===== config.mk =====
export PLATFORM = sky130hd
export DESIGN_NAME = sram_arbiter
export DESIGN_NICKNAME = d
export VERILOG_FILES = /design/src/rtl/sram_arb_pkg.sv /design/src/rtl/rr_arbiter.sv /design/src/rtl/sram_arbiter.sv
export SDC_FILE = /design/constraint.sdc
export NUM_CORES = 1
export LEC_CHECK = 0
export CORE_ASPECT_RATIO = 0.8
export CORE_MARGIN = 2
export CORE_UTILIZATION = 34
export CTS_CLUSTER_DIAMETER = 100
export DETAILED_ROUTE_END_ITERATION = 8
export PLACE_DENSITY = 0.9
export SETUP_SLACK_MARGIN = 0.15
export SLEW_MARGIN = 20
export SYNTH_ARGS = -nofsm -noshare
export SYNTH_HDL_FRONTEND = slang
export SYNTH_SLANG_ARGS = --single-unit

===== constraint.sdc =====
create_clock -name clk -period 4.29 [get_ports clk]
set_input_delay 0.429 -clock clk [delete_from_list [all_inputs] [get_ports clk]]
set_output_delay 0.429 -clock clk [all_outputs]
set_load 0.02 [all_outputs]

===== src/rtl/sram_arb_pkg.sv =====
// Shared types and default dimensions for the two-port SRAM arbiter.
// The enum encodes whether arbitration is open or pinned to a lock owner.
package sram_arb_pkg;

   typedef enum logic {
      ARB  = 1'b0,
      LOCK = 1'b1
   } arb_state_t;

   localparam int DEF_DATA_WIDTH   = 16;
   localparam int DEF_ADDR_WIDTH   = 16;
   localparam int DEF_NUM_REQ      = 2;
   localparam int DEF_LOCK_TIMEOUT = 15;

   // A single requester still needs a 1-bit index.
   function automatic int ptr_width(input int n);
      return (n > 1) ? $clog2(n) : 1;
   endfunction

endpackage


===== src/rtl/rr_arbiter.sv =====
// Round-robin picker: one-hot grant to the first set request at or after ptr_i.
// Rotates the request vector down by the pointer, isolates the lowest set bit, then rotates back.
module rr_arbiter
   import sram_arb_pkg::*;
#(
   parameter int N  = DEF_NUM_REQ,
   parameter int PW = ptr_width(N)
) (
   input  logic [N-1:0]  req_i,
   input  logic [PW-1:0] ptr_i,
   output logic [N-1:0]  gnt_o
);

   logic [N-1:0] req_rot;
   logic [N-1:0] gnt_rot;

   always_comb begin
      req_rot = N'({req_i, req_i} >> ptr_i);
      gnt_rot = req_rot & ~(req_rot - N'(1));
      gnt_o   = N'(({gnt_rot, gnt_rot} << ptr_i) >> N);
   end

endmodule


===== src/rtl/sram_arbiter.sv =====
// Multi-port single-SRAM arbiter with round-robin fairness, lockable grants and
// a lock idle timeout. One transfer per cycle; responses arrive one cycle after acceptance.
module sram_arbiter
   import sram_arb_pkg::*;
#(
   parameter int DATA_WIDTH   = DEF_DATA_WIDTH,
   parameter int ADDR_WIDTH   = DEF_ADDR_WIDTH,
   parameter int NUM_REQ      = DEF_NUM_REQ,
   parameter int LOCK_TIMEOUT = DEF_LOCK_TIMEOUT
) (
   input  logic                                 clk,
   input  logic                                 rst_n,
   input  logic [NUM_REQ-1:0]                   req_valid,
   output logic [NUM_REQ-1:0]                   req_ready,
   input  logic [NUM_REQ-1:0]                   req_we,
   input  logic [NUM_REQ-1:0]                   req_lock,
   input  logic [NUM_REQ-1:0][ADDR_WIDTH-1:0]   req_addr,
   input  logic [NUM_REQ-1:0][DATA_WIDTH-1:0]   req_wdata,
   output logic [NUM_REQ-1:0]                   rsp_valid,
   output logic [DATA_WIDTH-1:0]                rsp_rdata,
   output logic [ADDR_WIDTH-1:0]                sram_addr,
   output logic [DATA_WIDTH-1:0]                sram_din,
   output logic                                 sram_wr_en,
   input  logic [DATA_WIDTH-1:0]                sram_dout
);

   localparam int PW = ptr_width(NUM_REQ);
   localparam int CW = (LOCK_TIMEOUT > 0) ? $clog2(LOCK_TIMEOUT + 1) : 1;
   localparam logic [CW-1:0] TIMEOUT_VAL = CW'(LOCK_TIMEOUT);
   localparam logic [PW-1:0] LAST_IDX    = PW'(NUM_REQ - 1);

   arb_state_t                  state_q;
   logic [PW-1:0]               ptr_q;
   logic [PW-1:0]               owner_q;
   logic [CW-1:0]               cnt_q;
   logic [CW-1:0]               cnt_d;
   logic [NUM_REQ-1:0]          rsp_valid_q;
   logic [DATA_WIDTH-1:0]       rsp_rdata_q;

   logic [NUM_REQ-1:0]          arb_req;
   logic [PW-1:0]               arb_ptr;
   logic [NUM_REQ-1:0]          arb_gnt;
   logic [NUM_REQ-1:0]          gnt;
   logic [PW-1:0]               gnt_idx;
   logic                        any_gnt;
   logic                        gnt_we;
   logic                        gnt_lock;
   logic                        owner_valid;

   logic [NUM_REQ-1:0][ADDR_WIDTH-1:0] addr_sel;
   logic [NUM_REQ-1:0][DATA_WIDTH-1:0] din_sel;

   function automatic logic [PW-1:0] next_ptr(input logic [PW-1:0] p);
      return (p == LAST_IDX) ? '0 : p + PW'(1);
   endfunction

   // In LOCK the same picker is reused with every requester but the owner masked off.
   always_comb begin
      owner_valid = req_valid[owner_q];
      if (state_q == LOCK) begin
         arb_req = req_valid & (NUM_REQ'(1) << owner_q);
         arb_ptr = owner_q;
      end else begin
         arb_req = req_valid;
         arb_ptr = ptr_q;
      end
   end

   rr_arbiter #(
      .N  (NUM_REQ),
      .PW (PW)
   ) u_rr (
      .req_i (arb_req),
      .ptr_i (arb_ptr),
      .gnt_o (arb_gnt)
   );

   // Nothing may reach the SRAM while reset is held.
   assign gnt = rst_n ? arb_gnt : '0;

   for (genvar gi = 0; gi < NUM_REQ; gi++) begin : g_sel
      assign addr_sel[gi] = gnt[gi] ? req_addr[gi]  : '0;
      assign din_sel[gi]  = gnt[gi] ? req_wdata[gi] : '0;
   end

   always_comb begin
      sram_addr = '0;
      sram_din  = '0;
      gnt_idx   = '0;
      for (int i = 0; i < NUM_REQ; i++) begin
         sram_addr = sram_addr | addr_sel[i];
         sram_din  = sram_din | din_sel[i];
         if (gnt[i]) begin
            gnt_idx = PW'(i);
         end
      end
   end

   assign any_gnt    = |gnt;
   assign gnt_we     = |(gnt & req_we);
   assign gnt_lock   = |(gnt & req_lock);
   assign sram_wr_en = gnt_we;
   assign req_ready  = gnt;

   assign cnt_d = (cnt_q == TIMEOUT_VAL) ? cnt_q : cnt_q + CW'(1);

   always_ff @(posedge clk or negedge rst_n) begin
      if (!rst_n) begin
         state_q     <= ARB;
         ptr_q       <= '0;
         owner_q     <= '0;
         cnt_q       <= '0;
         rsp_valid_q <= '0;
         rsp_rdata_q <= '0;
      end else begin
         rsp_valid_q <= gnt;
         if (any_gnt && !gnt_we) begin
            rsp_rdata_q <= sram_dout;
         end
         case (state_q)
            ARB: begin
               if (any_gnt) begin
                  ptr_q <= next_ptr(gnt_idx);
                  if (gnt_lock) begin
                     state_q <= LOCK;
                     owner_q <= gnt_idx;
                     cnt_q   <= '0;
                  end
               end
            end
            LOCK: begin
               if (any_gnt) begin
                  cnt_q <= '0;
                  if (!gnt_lock) begin
                     state_q <= ARB;
                     ptr_q   <= next_ptr(owner_q);
                  end
               end else if (!owner_valid) begin
                  // Idle owner: release once the idle count hits the limit.
                  cnt_q <= cnt_d;
                  if (cnt_d == TIMEOUT_VAL) begin
                     state_q <= ARB;
                     ptr_q   <= next_ptr(owner_q);
                  end
               end
            end
            default: state_q <= ARB;
         endcase
      end
   end

   assign rsp_valid = rsp_valid_q;
   assign rsp_rdata = rsp_rdata_q;

endmodule


After elaboration in Yosys (flattened, before gate mapping) --
Index checks and enable logic that the tools add are counted.
Word-level totals: bits in registers 25, logic and storage cells 67, output and inout bits 53
Operators by class: multiplexer cells 30, bitwise logic cells 8, shift-type cells 3, equal/unequal tests 7, add/subtract/negate cells 4, reduce and logical (&&, ||, !) cells 8, order comparisons 1
Operators by type and width (number):
- $mux 16 | 4
- $or 16x16->16 | 2
- $mux 4 | 5
- $mux 1 | 16
- $and 2x2->2 | 4
- $eq 4x4->1 const B | 2
- $pmux 4 s2 | 1
- $ne 3x3->1 const B | 2
- $reduce_and 3->1 | 2
- $reduce_or 2->1 | 3
- $add 4x1->4 const B | 1
- $mux 2 | 2
- $ne 2x2->1 const B | 2
- $pmux 1 s2 | 2
- $reduce_and 4->1 | 1
- $shl 4x1->4 | 1
- $shr 4x1->2 | 1
- $ne 3x1->1 const B | 1
- $add 1x1->1 const B | 2
- $lt 1x2->1 const B | 1
- $not 2->2 | 1
- $shl 1x1->2 const A | 1
- $sub 2x1->2 const B | 1
- $logic_and 1x1->1 | 1
- other kinds (2) | 2

Longest topological paths before layout --
Gate-level depths: netlist (run 1).
word-level depth 14, depth in mapped cells 9, mapped depth without buffers 6

Cells and area by module --
Synthesis (run 1) repeated with hierarchy kept, for this count alone.
Unflattened totals: cells, all modules 146, area, all modules 1596.5 um2
By module, submodules not included:
- sram_arbiter | cells an instance 143, instances 1, area an instance 1577.8 um2
- rr_arbiter | cells an instance 3, instances 1, area an instance 18.8 um2

Worst setup path before layout (run 1) --
OpenSTA, ideal clock, no wires.
path kind input-to-reg, from input port req_valid[0], to register rsp_rdata_q[0] (netlist: rsp_rdata[0]), cell stages on the path 8, arrival time 2.117 ns, setup slack 2.048 ns, path buffers 2, cell sequence or3b_4 nand4_4 inv_4 a22o_1 or2_1 buf_6 buf_6 mux2_4
Between the ends: word-level cells in the longest chain between the ends 12
RTL lines:
- start: declaration | RTL line sram_arbiter.sv:13 | input logic [NUM_REQ-1:0] req_valid,
- $and 2x2->2 | RTL line sram_arbiter.sv:61 | arb_req = req_valid & (NUM_REQ'(1) << owner_q);
- $mux 2 (*) | RTL line sram_arbiter.sv:60 | if (state_q == LOCK) begin
- $shr 4x1->2 (*) | RTL line rr_arbiter.sv:18 | req_rot = N'({req_i, req_i} >> ptr_i);
- $sub 2x1->2 | RTL line rr_arbiter.sv:19 | gnt_rot = req_rot & ~(req_rot - N'(1));
- $not 2->2 | RTL line rr_arbiter.sv:19
- $and 2x2->2 (*) | RTL line rr_arbiter.sv:19
- $shl 4x1->4 (*) | RTL line rr_arbiter.sv:20 | gnt_o = N'(({gnt_rot, gnt_rot} << ptr_i) >> N);
- $mux 2 (*) | RTL line sram_arbiter.sv:79 | assign gnt = rst_n ? arb_gnt : '0;
- $and 2x2->2 (*) | RTL line sram_arbiter.sv:100 | assign gnt_we = |(gnt & req_we);
- $reduce_or 2->1 (*) | RTL line sram_arbiter.sv:100
- net sram_wr_en | RTL line sram_arbiter.sv:23 | output logic sram_wr_en,
- $logic_not 1->1 (*) | RTL line sram_arbiter.sv:117 | if (any_gnt && !gnt_we) begin
- $logic_and 1x1->1 (*) | RTL line sram_arbiter.sv:117
- end signal: assignment | RTL line sram_arbiter.sv:118 | rsp_rdata_q <= sram_dout;
- end: declaration | RTL line sram_arbiter.sv:38 | logic [DATA_WIDTH-1:0] rsp_rdata_q;
Mark *: on every way through the listed nets, which the timed path passes. The rest lies on a longest branch. A chain may end at the register's enable or synchronous reset.

Final worst setup path (run 1) --
from input port rst_n, to output port sram_din[15]
Between the ends: word-level cells in the longest chain between the ends 3
RTL lines:
- start: declaration | RTL line sram_arbiter.sv:12 | input logic rst_n,
- $mux 2 (*) | RTL line sram_arbiter.sv:79
- $mux 16 | RTL line sram_arbiter.sv:83 | assign din_sel[gi] = gnt[gi] ? req_wdata[gi] : '0;
- $or 16x16->16 (*) | RTL line sram_arbiter.sv:92 | sram_din = sram_din | din_sel[i];
- end: declaration | RTL line sram_arbiter.sv:22 | output logic [DATA_WIDTH-1:0] sram_din,
Mark *: on every way between the ends. The rest lies on a longest branch, timed or not.

==> flow_summary.ini, run 1 <==
[timing]
timing.slew.headroom = 0.423
hold_viol = 0
max_freq_ghz = 0.319
fin_skew_ps = 6.66
fin_tns_setup_ps = 0
post-route-min-period_ps = 3140
fin_crit_sh = 0.731
final-max-slew-violation-count = 0
tightest_slew_ps = 866
rsz0062_at_grt = no
finalSetupViolCount = 0

[global_route]
grt-busiest-layer = met2
grt_pass1_wl_mm = 8.28
antenna_found_initial = 0
grt_usage = 0.203
grt_max_degree = 39
use_met3 = 0.0571
grt-ovfl-total = 0
grt_pass1_vias = 1700
use_met1 = 0.279
use_met2 = 0.327

[clock_network]
cts_tree = built
path_clk_slew_ps = 90
cts_sinks = 25
clk_latency_ps = 260
cts_max_level = 1
cts_hold_buf = 0
cts_root_buf = clkbuf_8
cts_setup_buffers = 0
clockBufferDepth = 2
cts_resized = 0
cts_buffers = 3

[final_layout]
areaGrowthSynthToFinish_pct = 93.3
final_util = 0.674
fin_nets = 368
antenna_cells = 0
layout-drive-gt1-share = 0.0971
num-fill-cells = 373

[logic_synthesis]
netlist_instances = 145
synth_edf_count = 0
ys_async_sr_fraction = 1.00
synth.distinct_cells = 38
syn_nets = 234
seq_area_frac_synth = 0.398
syn_area_per_cell_sq_um = 10.8
netlist_area_sq_um = 1570
synth_top_flop_cell = dfrtp_1
synth_seq_cells = 25
ys.warnings.count = 0

[setup_path]
timing.rr.end = rsp_rdata[10]$_DFFE_PN0P_
r2r_cells = 7
criticalPathCategory = in2out
r2r_start = state_q$_DFF_PN0_
worstPathArrival_ps = 2710
crit_top_cell = clkdlybuf4s50_1
path_buf_inv = 4
crit_fanout = 38
cp_cell_sequence = clkdlybuf4s50_1 -> buf_4 -> nand4_4 -> inv_4 -> a22o_1 -> clkdlybuf4s50_1
cp_slowest_stage_delay_ps = 610
slowest_stage = clkdlybuf4s50_1
crit_family = buffers and inverters
r2r_setup_slack_ps = 1480
end_kind = primary output
worst_setup_path_start_kind = primary input
worst_ep_required_time_ps = 3860

[routing]
route.detailed.drc = 0
vias = 1679
wl_mm = 5.48
via_per_inst = 4.97
dr.pass1.iters = 4
drt_iter0_markers = 82
ant_nets = 0
wl_per_cell_um = 16.2

[floorplan]
num_rows = 22
dieArea_sq_um = 5190
initial_utilization = 0.348
coreArea_sq_um = 4510
fp.dieW_um = 80.0
die_h_um = 64.8
num_io_pins = 141

[worst_hold_path]
min_path_cells = 1
min_path_type = reg2reg
min_from = rsp_rdata[14]$_DFFE_PN0P_
min_to = rsp_rdata[14]$_DFFE_PN0P_

[status]
status = complete, no violations

[pwr]
power.density_nw_per_um2 = 496
vdd_ir_drop_max_v = 0.000497
leakagePower_nw = 1.23

[place]
gp_congestion = 0.797
io_buffers = 140
dp_hpwl_mm = 4.45

[flow_run]
max_cap_violations = 0
worst max-delay path by stage:
stage,start,to,slack [ps],cells after the start
floorplan,req_valid[0],rsp_rdata[0]$_DFFE_PN0P_,2050,8
global placement,rst_n,rsp_rdata[12]$_DFFE_PN0P_,1030,7
detailed placement,rst_n,rsp_rdata[12]$_DFFE_PN0P_,950,7
CTS,rst_n,sram_wr_en,1130,6
global route,rst_n,sram_wr_en,990,6
finish,rst_n,sram_din[15],1150,6
power breakdown:
part | internal (W) | switching, W | leakage (nW) | total (W)
combinational | 0.000512 | 0.000426 | 0.908 | 0.000939
clock | 0.0000656 | 0.0000727 | 0.0217 | 0.000138
sequential | 0.000338 | 0.0000911 | 0.302 | 0.000430
cells in the mapped netlist (2+ instances only):
library cell   n  share of area
nand2b_1       2         0.0080
mux2_2         7          0.050
dfrtp_1       25           0.40
inv_1          2         0.0048
a21o_1         2         0.0095
and2_1         2         0.0080
buf_4          2         0.0095
buf_6          2          0.014
o21ai_0        3         0.0095
nand3b_1       3          0.014
nand3_1        6          0.019
nand2_1        8          0.019
o22ai_1        2         0.0080
a21oi_1        6          0.019
nor2_1         3         0.0072
mux2_4        10          0.095
clkbuf_1       7          0.017
a22o_1        33           0.18
layout by cell type (no fill, tap or decap), types with 3 or more instances in the layout:
cell             instances
nand3b_1                 3
a21oi_1                  6
dfrtp_1                 25
clkdlybuf4s50_1        140
clkbuf_8                 3
nand2_1                  8
mux2_2                   7
o21ai_0                  3
nor2_1                   3
a22o_1                  33
nand3_1                  6
mux2_4                  10
sequential cells by signal (all words and copies together), names as in the netlist:
register and cells:
rsp_rdata 16, rsp_valid 2, cnt_q 4, owner_q 1, ptr_q 1, state_q 1
cell type report:
class                   count  area [sq um]  share of cell area
repair buffers            142          1420               0.466
inverters                   4          17.5             0.00576
clock inverters             1          7.51             0.00247
flip-flops and latches     25           626               0.206
clock buffers               3          41.3              0.0136
well taps                  60          75.1              0.0247
multi-input cells         103           857               0.282
through the flow:
step / hold WS (ps) / power, W / cells / setup WS (ps) / cell area, sq um
floorplan: 133 / 0.000953 / 145 / 2050 / 1570
global placement: 489 / 0.00135 / 334 / 1030 / 2990
detailed placement: 497 / 0.00137 / 334 / 952 / 2990
CTS: 519 / 0.00151 / 338 / 1130 / 3040
global route: 534 / 0.00159 / 338 / 986 / 3040
finish: 519 / 0.00151 / 338 / 1150 / 3040
layer usage:
| layer | routed length (um) | part of all wire | up-vias |
|---|---|---|---|
| met1 | 2340 | 0.43 | 797 |
| met5 | 0 | 0 | - |
| li1 | - | - | 820 |
| met4 | 17 | 0.0031 | 0 |
| met3 | 382 | 0.070 | 2 |
| met2 | 2750 | 0.50 | 60 |
kinds of logic (layout without fill, tap and decap cells):
family / Yosys count / in the layout / synth area share
DFF: 25 / 25 / 0.398
buffers and inverters: 17 / 150 / 0.0573
AOI/OAI and AO/OA: 54 / 54 / 0.271
and+or+nand+nor: 29 / 29 / 0.108
adders and majority gates: 1 / 1 / 0.00795
muxes: 18 / 18 / 0.152
xor gates and xnor gates: 1 / 1 / 0.00557
No activity file was read; power rests on OpenSTA's default activity.
==> run 2, diff against run 1 <==
--- a/config.mk
+++ b/config.mk
@@ -7,10 +7,10 @@
 export LEC_CHECK = 0
 export CORE_ASPECT_RATIO = 0.8
 export CORE_MARGIN = 2
-export CORE_UTILIZATION = 34
+export CORE_UTILIZATION = 31
 export CTS_CLUSTER_DIAMETER = 100
 export DETAILED_ROUTE_END_ITERATION = 8
-export PLACE_DENSITY = 0.9
+export PLACE_DENSITY = 0.83
 export SETUP_SLACK_MARGIN = 0.15
 export SLEW_MARGIN = 20
 export SYNTH_ARGS = -nofsm -noshare
==> constraint.sdc (replaced) <==
create_clock -name clk -period 3.25 [get_ports clk]
set_input_delay 0.325 -clock clk [delete_from_list [all_inputs] [get_ports clk]]
set_output_delay 0.325 -clock clk [all_outputs]
set_load 0.02 [all_outputs]
==> run 2 against run 1 <==
  * Combinational power is 31% higher
  * Sequential power increased by 30%
  * Die area grew 9.1%
  * Register-to-register slack got worse by 950 ps
  * First-iteration DRC count is 32% higher
  * Total power increased by 31%
  * Cell count grew 0.89%
  * Critical endpoint is now sram_din[0]
  * Largest cell class unchanged
==> flow_summary.ini, run 2 (same netlist as run 1, synthesis figures left out) <==
[routing]
wl_mm = 5.21
route.detailed.drc = 0
vias = 1680
via_per_inst = 4.93
ant_nets = 0
dr.pass1.iters = 4
drt_iter0_markers = 108
wl_per_cell_um = 15.3

[clock_network]
cts_resized = 0
clockBufferDepth = 2
cts_max_level = 1
clk_latency_ps = 260
cts_hold_buf = 0
path_clk_slew_ps = 80
cts_sinks = 25
cts_tree = built
cts_buffers = 3
cts_setup_buffers = 0
cts_root_buf = clkbuf_8

[global_route]
use_met1 = 0.230
use_met3 = 0.0428
grt_usage = 0.163
use_met2 = 0.249
grt_max_degree = 39
grt-ovfl-total = 0
grt-busiest-layer = met2
grt_pass1_vias = 1468
grt_pass1_wl_mm = 7.36
antenna_found_initial = 0

[timing]
hold_ws_ps = 518
finalSetupViolCount = 0
rsz0062_at_grt = no
tightest_slew_ps = 867
post-route-min-period_ps = 2860
fin_crit_sh = 0.880
final-max-slew-violation-count = 0
fin_skew_ps = 4.26
max_freq_ghz = 0.350
hold_viol = 0
fin_tns_setup_ps = 0
timing.slew.headroom = 0.422

[worst_hold_path]
min_path_type = reg2reg
min_from = rsp_rdata[7]$_DFFE_PN0P_

[setup_path]
crit_fanout = 18
r2r_start = state_q$_DFF_PN0_
end_kind = primary output
worst_setup_path_start_kind = register
critPathLaunch = state_q$_DFF_PN0_
criticalPathCategory = reg2out
r2r_setup_slack_ps = 530
worst_ep_required_time_ps = 2920
cp_cell_sequence = nand3b_1 -> nand3_1 -> clkinv_1 -> buf_4 -> a22o_1 -> clkdlybuf4s50_1
cp_slowest_stage_delay_ps = 560
path_buf_inv = 3
crit_family = buffers and inverters
slowest_stage = clkdlybuf4s50_1
worstPathArrival_ps = 2540

[floorplan]
num_io_pins = 141
fp.dieW_um = 83.6
die_h_um = 67.7
initial_utilization = 0.318
coreArea_sq_um = 4950
dieArea_sq_um = 5660
num_rows = 23

[pwr]
leakagePower_nw = 1.24
vdd_ir_drop_max_v = 0.000438
power.density_nw_per_um2 = 645

[final_layout]
layout_common_cells = 140 x clkdlybuf4s50_1, 33 x a22o_1, 25 x dfrtp_1
final_cells = 341
antenna_cells = 0
layout-drive-gt1-share = 0.100
largest_register_ffs = 16
areaGrowthSynthToFinish_pct = 93.8
final_util = 0.616
fin_nets = 369
design_area_sq_um = 3050
layout_commonest_cell = clkdlybuf4s50_1

[place]
dpl-instance-area_sq_um = 3000
gp_congestion = 0.855
dp_hpwl_mm = 4.14
io_buffers = 140
place_inst = 337

[flow_run]
max_cap_violations = 0

[status]
status = complete, no violations
-- run 2: cell count changes in the layout (fill, tap and decap cells not counted) --
| cell | previous run | this run |
|---|---|---|
| clkinvlp_4 | 1 | 0 |
| clkinv_2 | 0 | 1 |
| buf_4 | 2 | 3 |
-- run 2: routing by layer --
metal  wire [um]  share of wire
met1        2290           0.44
met2        2480           0.48
met3         413          0.079
met4          35         0.0067
met5           0              0
-- run 2: area by class of cell --
cell class	instances	area, sq um
timing repair buffer	143	1420
tap	62	77.6
clock inverter	1	5.00
fill	405	1900
clock buffer	3	41.3
multi-input combinational	103	857
sequential	25	626
inverter	4	17.5
-- run 2: metrics by stage --
| stage | setup slack, ps | power (W) |
|---|---|---|
| 2_1_floorplan | 1030 | 0.00126 |
| 3_3_place_gp | 319 | 0.00177 |
| 3_5_place_dp | 243 | 0.00180 |
| 4_1_cts | 391 | 0.00198 |
| 5_1_grt | 257 | 0.00208 |
| 6_report | 389 | 0.00197 |
-- run 2: final timing paths --
path / to / cells after the start
hold reg to reg: rsp_rdata[7]$_DFFE_PN0P_ / 1
hold / removal: rsp_rdata[7]$_DFFE_PN0P_ / 1
setup reg to reg: rsp_rdata[12]$_DFFE_PN0P_ / 6
min in group asynchronous: cnt_q[0]$_DFFE_PN0P_ / 2
max in group asynchronous: rsp_rdata[2]$_DFFE_PN0P_ / 2
setup / recovery: sram_din[0] / 6
-- run 2: report_power, final --
part | leakage [nW] | switching [W] | total (W) | internal [W]
combinational | 0.913 | 0.000553 | 0.00123 | 0.000679
sequential | 0.302 | 0.000112 | 0.000559 | 0.000447
clock | 0.0255 | 0.0000911 | 0.000177 | 0.0000854
